**src/rtl/stopwatch_pkg.sv**
```systemverilog
// Shared types and constants for the stopwatch control sequencer.
package stopwatch_pkg;

  typedef enum logic [1:0] {
    IDLE  = 2'd0,
    RUN   = 2'd1,
    PAUSE = 2'd2,
    LAP   = 2'd3
  } state_e;

  localparam int unsigned DEBOUNCE_CYCLES_DEF = 500000;
  localparam int unsigned NUM_BTNS            = 4;

  localparam int unsigned BTN_START = 0;
  localparam int unsigned BTN_STOP  = 1;
  localparam int unsigned BTN_CLEAR = 2;
  localparam int unsigned BTN_LAP   = 3;

endpackage

```
**src/rtl/stopwatch_ctrl_btn_debounce.sv**
```systemverilog
// Button conditioner: synchronizer, stability counter and one-cycle press pulse.
module btn_debounce #(
  parameter int unsigned DEBOUNCE_CYCLES = 4,
  parameter int unsigned SYNC_STAGES     = 2
) (
  input  logic clk,
  input  logic rst_n,
  input  logic btn,
  output logic press
);

  localparam int unsigned CNT_W = (DEBOUNCE_CYCLES > 1) ? $clog2(DEBOUNCE_CYCLES) : 1;
  localparam logic [CNT_W-1:0] CNT_MAX = CNT_W'(DEBOUNCE_CYCLES - 1);

  logic [SYNC_STAGES-1:0] sync_q;
  logic [CNT_W-1:0]       cnt_q;
  logic                   level_q;
  logic                   synced;

  assign synced = sync_q[SYNC_STAGES-1];

  // Accepted level moves only after the synced level has differed for the full window.
  always_ff @(posedge clk or negedge rst_n) begin
    if (!rst_n) begin
      sync_q  <= '0;
      cnt_q   <= '0;
      level_q <= 1'b0;
      press   <= 1'b0;
    end else begin
      sync_q <= SYNC_STAGES'({sync_q, btn});
      press  <= 1'b0;
      if (synced == level_q) begin
        cnt_q <= '0;
      end else if (cnt_q == CNT_MAX) begin
        cnt_q   <= '0;
        level_q <= synced;
        press   <= synced;
      end else begin
        cnt_q <= cnt_q + CNT_W'(1);
      end
    end
  end

endmodule

```
**src/rtl/stopwatch_ctrl.sv**
```systemverilog
// Stopwatch run/pause/lap sequencer with debounced buttons and gated count enable.
// Optional: define STOPWATCH_AUTO_STOP_EN to stop at 9999 instead of rolling over.
module stopwatch_ctrl
  import stopwatch_pkg::*;
#(
  parameter int unsigned DEBOUNCE_CYCLES = DEBOUNCE_CYCLES_DEF,
  parameter int unsigned SYNC_STAGES     = 2
) (
  input  logic       clk,
  input  logic       rst_n,
  input  logic       btn_start,
  input  logic       btn_stop,
  input  logic       btn_clear,
  input  logic       btn_lap,
  input  logic       tick,
  input  logic       wrap,
  output logic       count_en,
  output logic       clear,
  output logic       freeze,
  output logic       running,
  output logic [1:0] state
);

  logic [NUM_BTNS-1:0] btn_raw;
  logic [NUM_BTNS-1:0] press;

  assign btn_raw[BTN_START] = btn_start;
  assign btn_raw[BTN_STOP]  = btn_stop;
  assign btn_raw[BTN_CLEAR] = btn_clear;
  assign btn_raw[BTN_LAP]   = btn_lap;

  for (genvar i = 0; i < NUM_BTNS; i++) begin : g_btn
    btn_debounce #(
      .DEBOUNCE_CYCLES(DEBOUNCE_CYCLES),
      .SYNC_STAGES    (SYNC_STAGES)
    ) u_debounce (
      .clk  (clk),
      .rst_n(rst_n),
      .btn  (btn_raw[i]),
      .press(press[i])
    );
  end

  logic auto_stop;
  logic start_block;

`ifdef STOPWATCH_AUTO_STOP_EN
  assign auto_stop   = wrap & tick;
  assign start_block = wrap;
`else
  logic unused_wrap;
  assign unused_wrap = wrap;
  assign auto_stop   = 1'b0;
  assign start_block = 1'b0;
`endif

  state_e state_q;
  state_e state_n;
  logic   advancing;
  logic   count_en_n;
  logic   clear_n;
  logic   freeze_n;

  assign advancing = (state_q == RUN) || (state_q == LAP);

  // Next state: clear > auto-stop > stop > start > lap; lower presses are dropped.
  always_comb begin
    state_n    = state_q;
    clear_n    = 1'b0;
    count_en_n = tick & advancing & ~press[BTN_CLEAR] & ~auto_stop;
    if (press[BTN_CLEAR]) begin
      state_n = IDLE;
      clear_n = 1'b1;
    end else if (advancing && auto_stop) begin
      state_n = PAUSE;
    end else if (press[BTN_STOP]) begin
      if (advancing) state_n = PAUSE;
    end else if (press[BTN_START]) begin
      if (state_q == IDLE || (state_q == PAUSE && !start_block)) state_n = RUN;
    end else if (press[BTN_LAP]) begin
      case (state_q)
        RUN:     state_n = LAP;
        LAP:     state_n = RUN;
        default: state_n = state_q;
      endcase
    end
    freeze_n = (state_n == LAP) || ((state_n == PAUSE) && freeze);
  end

  always_ff @(posedge clk or negedge rst_n) begin
    if (!rst_n) begin
      state_q  <= IDLE;
      count_en <= 1'b0;
      clear    <= 1'b0;
      freeze   <= 1'b0;
      running  <= 1'b0;
    end else begin
      state_q  <= state_n;
      count_en <= count_en_n;
      clear    <= clear_n;
      freeze   <= freeze_n;
      running  <= (state_n == RUN) || (state_n == LAP);
    end
  end

  assign state = 2'(state_q);

endmodule

```
**config.mk**
```make
export PLATFORM = sky130hd
export DESIGN_NAME = stopwatch_ctrl
export DESIGN_NICKNAME = d
export VERILOG_FILES = /design/src/rtl/stopwatch_pkg.sv /design/src/rtl/stopwatch_ctrl_btn_debounce.sv /design/src/rtl/stopwatch_ctrl.sv
export SDC_FILE = /design/constraint.sdc
export NUM_CORES = 1
export LEC_CHECK = 0
export CORE_MARGIN = 8
export CORE_UTILIZATION = 55
export CTS_BUF_LIST = sky130_fd_sc_hd__clkbuf_4
export DETAILED_ROUTE_END_ITERATION = 16
export PLACE_DENSITY = 0.69
export RECOVER_POWER = 100
export SETUP_SLACK_MARGIN = 0.2
export SYNTH_ARGS = -nofsm -noshare
export SYNTH_HDL_FRONTEND = slang
export SYNTH_SLANG_ARGS = --single-unit
```
**constraint.sdc**
```tcl
create_clock -name clk -period 6.12 [get_ports clk]
set_input_delay 1.836 -clock clk [delete_from_list [all_inputs] [get_ports clk]]
set_output_delay 1.836 -clock clk [all_outputs]
set_load 0.01 [all_outputs]
```
==> results.md, run 1 <==
- Violated checks: max-capacitance violations, max-slew violations
- Xor/xnor share of the synthesized area: 11.63%
- Initial DRC Count: 89
- # fillers: 715
- Cell variety after synth: 43
- Number of synthesized register bits: 97
- Endpoints failing hold: 0
- Clock-pin slew on the worst setup and hold paths: 130 ps
- Largest family of logic cells by synthesized area: simple AND/OR/NAND/NOR gates
- Share of the synthesized area in the top cell type: 51.98%
- Vias in the first global route: 3252
- Die width: 108.1 um
- Clock Path Buffers: 2
- Post-synthesis mux area share: 2.278%
- Cts bufs inserted: 9
- Post-route minimum period: 3915 ps
- Area leader, netlist: dfrtp_1
- GRT Residual Overflow: 0
- CP Cell Sequence: clkbuf_1 -> buf_4
- Syn nets: 464
- Worst slew margin: -79.99%
- Async SR Flop Fraction: 100.0%
- CP arrival: 4430 ps
- Crit Path Max Fanout: 51
- Critical path type: in2async
- CP delay by family, top: buffers and inverters
- Ys flop type: dfrtp_1
- # nets final: 483
- RSZ-0062 raised after global routing: false
- Reg-to-Reg End: g_btn[1].u_debounce.cnt_q[10]
- Total wire length: 8.450 mm
- Hold crit path type: reg2reg
- Synth Cell Area: 0.004669 mm2
- Synth Warn #: 0
- H-tree Lvls: 3
- Vert. Die Dim: 108.1 um
- Die area: 0.01169 mm2
- WL per Instance: 14.62 um
- Clock latency on the worst-skew pair: 430 ps
- Compound-Gate Fraction of Synth Area: 4.528%
- Final Max Tran Viols: 118
- Port bufs: 12
- Sequential Area: 0.002427 mm2
- Root buf cell: clkbuf_4
- Diode count: 0
- TritonCTS Sinks: 97
- Core footprint: 0.008217 mm2
- Max-Cap Viols: 5
- Drt first pass iters: 4
- Gp weighted congestion: 0.8408
- Startpoint Class: primary input
- CP max-delay cell: clkbuf_1
- Simple-gate share of the synthesized area: 25.88%
- WP data required: 6630 ps
- CTS tree: done
- Area growth, synth to finish: 5.707%
- Core Util, Final: 60.07%
- Ratio of cells with drive above 1 in the final layout: 5.285%
- Vias/cell: 5.744
- Startpoint of the worst hold path: g_btn[0].u_debounce.sync_q[0]
- Antenna-violating nets left: 0
- Cts hold-fix bufs: 0
- Multi-input gate area: 0.002066 mm2
- Hold path depth: 0
- Antenna violations before repair: 0
- Post-synth top cells: dfrtp_1 (97), nor2_1 (80), xnor2_1 (50)
- Synth Area per Inst: 10.40 um2
- Max incr delay on CP: 1770 ps
- Depth of the most critical reg-to-reg path: 4
- Routed via count: 3320
- Fin crit share: 63.96%
- Pin count of the biggest net entering global routing: 52
- Site Rows: 33
- Buffer and inverter count on the worst path: 2
- Remaining DRCs: 0
- Initial Utilization: 56.83%
- Resized Gates After CTS: 0
- Most frequent cell after synthesis: dfrtp_1
- Leak: 1.956 nW
- Overall Global Routing Usage: 15.58%
- Worst Hold Endpoint: g_btn[0].u_debounce.sync_q[1]
- Post-synthesis adder-cell area fraction: 1.876%
- Skew final: 20.65 ps
- Post-CTS Setup Bufs: 0
- Mapped Cells: 449
- Sequential cell area fraction in the yosys report: 51.98%
- PD cells: 207.7 mW/mm2
- IO Pins: 14
- Total negative slack: 0 ps
- Critical path capture point type: async pin
- Number of synthesized flops with an enable pin: 0
- Slew at the pin closest to its max-slew limit: 2665 ps
- Status: finished, violations left
- Reg2Reg Setup Slack: 2460 ps
- First-pass GRT wire length: 14.74 mm
- Final setup viols: 0
- Dominant cells by area after synthesis: dfrtp_1 (52%), xnor2_1 (9.4%), nor2_1 (6.4%)
- RR Startpoint: g_btn[1].u_debounce.cnt_q[0]
- Fmax: 255.5 MHz
- Post-DP HPWL: 5.910 mm
- VDD IR-drop max: 0.1578 mV
sequential cells by signal (all words and copies together), names as in the netlist:
name	count
state	1
g_btn.u_debounce.sync_q	8
g_btn.u_debounce.press	4
count_en	1
running	1
g_btn.u_debounce.level_q	4
freeze	1
g_btn.u_debounce.cnt_q	76
clear	1
cells by family after synthesis:
kind of cell,count (synthesis)
fa+ha+maj,7
flops,97
buf+inv,20
simple gates,227
xor+xnor,62
mux,9
compound gates,27
metrics by stage:
step	worst slack [ps]	cells	hold WS (ps)	area [um2]	total power, mW
2_1_floorplan	3683	449	331.2	4669	0.6901
3_3_place_gp	3128	562	333.0	4897	0.7116
3_5_place_dp	3108	562	338.9	4897	0.7133
4_1_cts	2748	578	373.4	5031	1.046
5_1_grt	1636	578	389.4	4936	1.073
6_report	2205	578	369.3	4936	1.025
where the power goes:
| part | total [mW] | switching [mW] | leakage [nW] | internal (mW) |
|---|---|---|---|---|
| Sequential | 0.660 | 0.0102 | 1.33 | 0.650 |
| Combinational | 0.0367 | 0.0258 | 0.558 | 0.0109 |
| Clock | 0.328 | 0.202 | 0.0715 | 0.127 |
layout make-up:
cell class | count | share of cell area, %
sequential | 97 | 49.18
multi-input combinational | 332 | 41.85
tap | 105 | 2.662
timing repair buffer | 13 | 2.459
clock buffer | 10 | 1.521
clock inverter | 6 | 1.191
inverter | 15 | 1.141
layout by cell type (no fill, tap or decap), drive strengths merged, types with 5 or more instances in the layout:
cell,n
a21oi,11
clkbuf,11
dfrtp,97
dlygate4sd3,11
ha,7
inv,15
mux2i,5
nand2,24
nand3,27
nand4,20
nor2,80
nor3,17
nor4,21
o21ai,10
or3,5
or4,7
xnor2,50
xor2,12
metal layers:
| layer | part of all wire (%) | GRT usage, % | up-vias | wire (um) |
|---|---|---|---|---|
| met5 | 0 | 0 | - | 0 |
| met4 | 1.1 | 5.847 | 0 | 95 |
| met3 | 3.5 | 3.867 | 9 | 298 |
| met2 | 47 | 24.11 | 50 | 4008 |
| met1 | 48 | 20.68 | 1657 | 4047 |
| li1 | - | - | 1604 | - |
worst max path at each step:
stage,depth (start not counted),to,slack [ps],start
final,2,g_btn[2].u_debounce.cnt_q[15],2210,rst_n
after global routing,2,g_btn[0].u_debounce.cnt_q[15],1640,rst_n
after CTS,1,running,2750,running
after floorplan,1,state[0],3680,running
after detailed placement,2,g_btn[2].u_debounce.cnt_q[5],3110,rst_n
after global placement,2,g_btn[2].u_debounce.cnt_q[5],3130,rst_n
Power figures use the tool's default switching activity.
==> run 2, diff against run 1 <==
- clock period: 6.12 -> 4.1 ns (I/O delays scaled with it)
==> results.md, run 2 (synthesized netlist as in run 1, its figures left out) <==
- Status: finished, violations left
- Violated checks: max-capacitance violations, max-slew violations
- CP delay by family, top: buffers and inverters
- Gp weighted congestion: 0.8432 (+0.29%)
- Critical Path End: g_btn[2].u_debounce.cnt_q[17]
- Die width: 108.1 um (unchanged)
- Vias/cell: 5.488 (-4.5%)
- Vert. Die Dim: 108.1 um (unchanged)
- PD cells: 310.4 mW/mm2 (+49%)
- Most frequent cells in the layout: dfrtp_1 (97), nor2_1 (80), xnor2_1 (50), nand3_1 (27), nand2_1 (24)
- WL per Instance: 13.97 um (-4.5%)
- Die area: 0.01169 mm2 (unchanged)
- Site Rows: 33 (unchanged)
- Critical path capture point type: async pin
- Total wire length: 8.073 mm (-4.5%)
- Cts bufs inserted: 9 (unchanged)
- Cts hold-fix bufs: 0 (unchanged)
- Max-Cap Viols: 3 (-2)
- Leading cell type in the layout, fill and taps excluded: dfrtp_1
- Skew final: 18.15 ps (-2.503 ps)
- CP Cell Sequence: clkbuf_4 -> clkbuf_2
- Biggest regs: g_btn.u_debounce.cnt_q (76), g_btn.u_debounce.sync_q (8)
- H-tree Lvls: 3 (unchanged)
- Placed cell count: 562 (unchanged)
- Reg2Reg Setup Slack: 1350 ps (-1110 ps)
- Largest Register: g_btn.u_debounce.cnt_q
- Diode count: 0 (unchanged)
- Depth of the most critical reg-to-reg path: 4 (unchanged)
- Final setup viols: 0 (unchanged)
- Critical path type: in2async
- Vias in the first global route: 3236 (-0.49%)
- GRT Residual Overflow: 0 (unchanged)
- Pin count of the biggest net entering global routing: 98 (+88%)
- Root buf cell: clkbuf_4
- IO Pins: 14 (unchanged)
- DP Area: 0.004910 mm2 (+0.26%)
- CTS tree: done
- Buffer and inverter count on the worst path: 2 (unchanged)
- Core footprint: 0.008217 mm2 (unchanged)
- Startpoint Class: primary input
- Final std cells w/o fill: 578 (unchanged)
- Clock Path Buffers: 2 (unchanged)
- First-pass GRT wire length: 14.33 mm (-2.8%)
- Initial Utilization: 56.83% (unchanged)
- Reg-to-Reg End: g_btn[0].u_debounce.cnt_q[3]
- RR Startpoint: g_btn[0].u_debounce.cnt_q[10]
- Clock latency on the worst-skew pair: 440 ps (about the same)
- Fin crit share: 70.57%
- Hold crit path type: reg2reg
- VDD IR-drop max: 0.1969 mV (+25%)
- Crit Path Max Fanout: 97 (+90%)
- Drt first pass iters: 4 (unchanged)
- Crit. path cell count: 2 (unchanged)
- Remaining DRCs: 0 (unchanged)
- Area growth, synth to finish: 6.511%
- Leak: 1.987 nW (+1.6%)
- CP max-delay cell: clkbuf_2
- Final Max Tran Viols: 115 (-2.5%)
- Port bufs: 12 (unchanged)
- Max incr delay on CP: 1600 ps (-170 ps)
- Antenna-violating nets left: 0 (unchanged)
- Post-DP HPWL: 5.508 mm (-6.8%)
- Overall Global Routing Usage: 14.90% (-0.68 points)
- RSZ-0062 raised after global routing: false
- Endpoints failing hold: 0 (unchanged)
- Clock-pin slew on the worst setup and hold paths: 160 ps (+30 ps)
- Worst slew margin: -51.46% (+29 points)
- Resized Gates After CTS: 0 (unchanged)
- Fmax: 345.6 MHz
- Routed via count: 3172 (-4.5%)
- Slew at the pin closest to its max-slew limit: 2272 ps (-393.1 ps)
- Antenna violations before repair: 0 (unchanged)
- # nets final: 483 (unchanged)
- Critical Path Source: rst_n
- Post-route minimum period: 2893 ps
- Initial DRC Count: 80 (-10%)
- Total negative slack: 0 ps (unchanged)
- TritonCTS Sinks: 97 (unchanged)
- CP arrival: 2990 ps (-1440 ps)
- Design area: 0.004974 mm2 (+0.76%)
- Ratio of cells with drive above 1 in the final layout: 6.342% (+1.1 points)
- WP data required: 4200 ps (-2430 ps)
- Post-CTS Setup Bufs: 0 (unchanged)
- Max reg flops: 76 (unchanged)
==> run 2: final cells by class <==
cell class,instances,area [um2]
flip-flops and latches,97,2427
repair buffers,13,122.6
inverters,15,56.30
fillers,708,3243
clock inverters,7,68.82
clock buffers,9,67.56
multi-input cells,332,2100
well taps,105,131.4
==> run 2: metrics by stage <==
step	hold slack (ps)	setup WS, ps	power (mW)	util [%]
floorplan	331.2	2183	1.030	-
global placement	332.1	1849	1.064	59.75
detailed placement	337.8	1792	1.065	59.75
CTS	365.6	1344	1.571	61.41
global route	376.8	686.9	1.602	60.53
finish	353.8	1207	1.544	60.53
==> run 2: how the worst min path moves through the flow <==
stage                                              from                            end  slack, ps  cells past startpoint
final                     g_btn[1].u_debounce.sync_q[0]  g_btn[1].u_debounce.sync_q[1]        350                      0
after global routing      g_btn[1].u_debounce.sync_q[0]  g_btn[1].u_debounce.sync_q[1]        380                      0
after CTS                 g_btn[1].u_debounce.sync_q[0]  g_btn[1].u_debounce.sync_q[1]        370                      0
after detailed placement  g_btn[0].u_debounce.sync_q[0]  g_btn[0].u_debounce.sync_q[1]        340                      0
after global placement    g_btn[0].u_debounce.sync_q[0]  g_btn[0].u_debounce.sync_q[1]        330                      0
after floorplan           g_btn[0].u_debounce.sync_q[0]  g_btn[0].u_debounce.sync_q[1]        330                      0
==> run 2: report_power, final <==
group	internal [mW]	total, mW	switching [mW]
sequential	0.970	0.985	0.0150
combinational	0.0171	0.0547	0.0376
clock	0.187	0.503	0.317
==> run 2: routing by layer <==
metal / vias up / track usage [%] / share of wire [%]
li1: 1602 / - / -
met1: 1523 / 19.67 / 52
met2: 36 / 23.45 / 44
met3: 11 / 3.093 / 2.8
met4: 0 / 6.046 / 1.8
met5: - / 0 / 0
==> run 3, diff against run 2 <==
- PLACE_DENSITY: 0.69 -> 0.72
- clock period: 4.1 -> 2.6 ns (I/O delays scaled with it)
==> results.md, run 3 (synthesized netlist as in run 1, its figures left out) <==
- PD cells: 510.1 mW/mm2 (+64%)
- Overall Global Routing Usage: 15.33% (+0.43 points)
- Vert. Die Dim: 108.1 um (unchanged)
- Diode count: 0 (unchanged)
- Site Rows: 33 (unchanged)
- Clock-pin slew on the worst setup and hold paths: 160 ps (about the same)
- Antenna-violating nets left: 0 (unchanged)
- Routed via count: 3249 (+2.4%)
- Placed cell count: 568 (+1.1%)
- Total negative slack: 0 ps (unchanged)
- Biggest regs: g_btn.u_debounce.cnt_q (76), g_btn.u_debounce.sync_q (8)
- Ratio of cells with drive above 1 in the final layout: 7.098% (+0.76 points)
- Setup ws final: 255.4 ps (-951.4 ps)
- Port bufs: 12 (unchanged)
- DP Area: 0.004955 mm2 (+0.92%)
- Clock latency on the worst-skew pair: 450 ps (about the same)
- Antenna violations before repair: 0 (unchanged)
- Status: finished, final reports clean
- H-tree Lvls: 3 (unchanged)
- WL per Instance: 14.02 um (+0.36%)
- Startpoint Class: flip-flop
- Final Max Tran Viols: 0 (-100%)
- Remaining DRCs: 0 (unchanged)
- Drt first pass iters: 4 (unchanged)
- CP arrival: 1560 ps (-1430 ps)
- Worst slew margin: 31.13% (+83 points)
- CP max-delay cell: dlygate4sd3_1
- Largest Register: g_btn.u_debounce.cnt_q
- VDD IR-drop max: 0.3619 mV (+84%)
- Fmax: 426.5 MHz
- Vias in the first global route: 3187 (-1.5%)
- First-pass GRT wire length: 14.42 mm (+0.63%)
- Fin crit share: 90.18%
- Root buf cell: clkbuf_4
- Pin count of the biggest net entering global routing: 43 (-56%)
- Tot Pwr: 2.573 mW (+67%)
- Max reg flops: 76 (unchanged)
- IO Pins: 14 (unchanged)
- Post-CTS Setup Bufs: 0 (unchanged)
- Initial Utilization: 56.83% (unchanged)
- Post-route minimum period: 2345 ps
- Leak: 2.031 nW (+2.2%)
- WP data required: 1820 ps (-2380 ps)
- Max incr delay on CP: 640 ps (-960 ps)
- Crit Path Max Fanout: 6 (-94%)
- Pre-CTS WS: 604.2 ps (-1188 ps)
- Post-DP HPWL: 5.685 mm (+3.2%)
- CP delay by family, top: buffers and inverters
- Total wire length: 8.186 mm (+1.4%)
- Final std cells w/o fill: 584 (+1.0%)
- Skew final: 19.93 ps (+1.783 ps)
- Hold_ws: 350.7 ps (-3.125 ps)
- RSZ-0062 raised after global routing: false
- # nets final: 489 (+1.2%)
- Critical path capture point type: output port
- Hold crit path type: reg2reg
- Leading cell type in the layout, fill and taps excluded: dfrtp_1
- Buffer and inverter count on the worst path: 1 (-1)
- Slew at the pin closest to its max-slew limit: 1033 ps (-1239 ps)
- Vias/cell: 5.563 (+1.4%)
- TritonCTS Sinks: 97 (unchanged)
- CTS tree: done
- # fillers: 685 (-3.2%)
- Cts bufs inserted: 9 (unchanged)
- Die area: 0.01169 mm2 (unchanged)
- Gp weighted congestion: 0.8462 (+0.36%)
- Initial DRC Count: 154 (+93%)
- CP Cell Sequence: dlygate4sd3_1
- Cts hold-fix bufs: 0 (unchanged)
- Clock Path Buffers: 2 (unchanged)
- Core footprint: 0.008217 mm2 (unchanged)
- Final setup viols: 0 (unchanged)
- Resized Gates After CTS: 0 (unchanged)
- Core Util, Final: 61.38% (+0.85 points)
- Max-Cap Viols: 0 (-3)
- Design area: 0.005044 mm2 (+1.4%)
- Critical path type: reg2out
- GRT Residual Overflow: 0 (unchanged)
- Area growth, synth to finish: 8.012%
- Most frequent cells in the layout: dfrtp_1 (97), nor2_1 (80), xnor2_1 (50), nand3_1 (27), nand2_1 (24)
- Endpoints failing hold: 0 (unchanged)
- Die width: 108.1 um (unchanged)
-- run 3: cell type report --
cell class              count  area, um2  area share [%]
flip-flops and latches     97       2427           48.13
multi-input cells         332       2111           41.85
repair buffers             19      148.9           2.952
well taps                 105      131.4           2.605
clock inverters             7      101.3           2.009
clock buffers               9      67.56           1.340
inverters                  15      56.30           1.116
-- run 3: final timing paths --
path	startpoint	to	slack (ps)	cells past startpoint
worst max-delay path	running	state[0]	260	1
worst min-delay path	g_btn[3].u_debounce.sync_q[0]	g_btn[3].u_debounce.sync_q[1]	350	0
worst max register to register	g_btn[2].u_debounce.cnt_q[11]	g_btn[2].u_debounce.cnt_q[5]	360	5
worst min register to register	g_btn[3].u_debounce.sync_q[0]	g_btn[3].u_debounce.sync_q[1]	350	0
max in group asynchronous	rst_n	g_btn[0].u_debounce.cnt_q[18]	740	2
min in group asynchronous	rst_n	g_btn[3].u_debounce.cnt_q[18]	480	1
-- run 3: power breakdown --
part	switching (mW)	total [mW]	internal (mW)	leakage (nW)
Clock	0.527	0.929	0.402	0.0888
Combinational	0.0613	0.0906	0.0292	0.615
Sequential	0.0232	1.55	1.53	1.33
Total	0.611	2.57	1.96	2.03
-- run 3: per-layer routing --
layer  vias up  share of wire [%]  global-route usage (%)
li1       1619                  -                       -
met1      1578                 47                   19.99
met2        42                 48                   24.24
met3        10                3.4                   3.867
met4         0                1.3                   5.451
met5         -                  0                       0
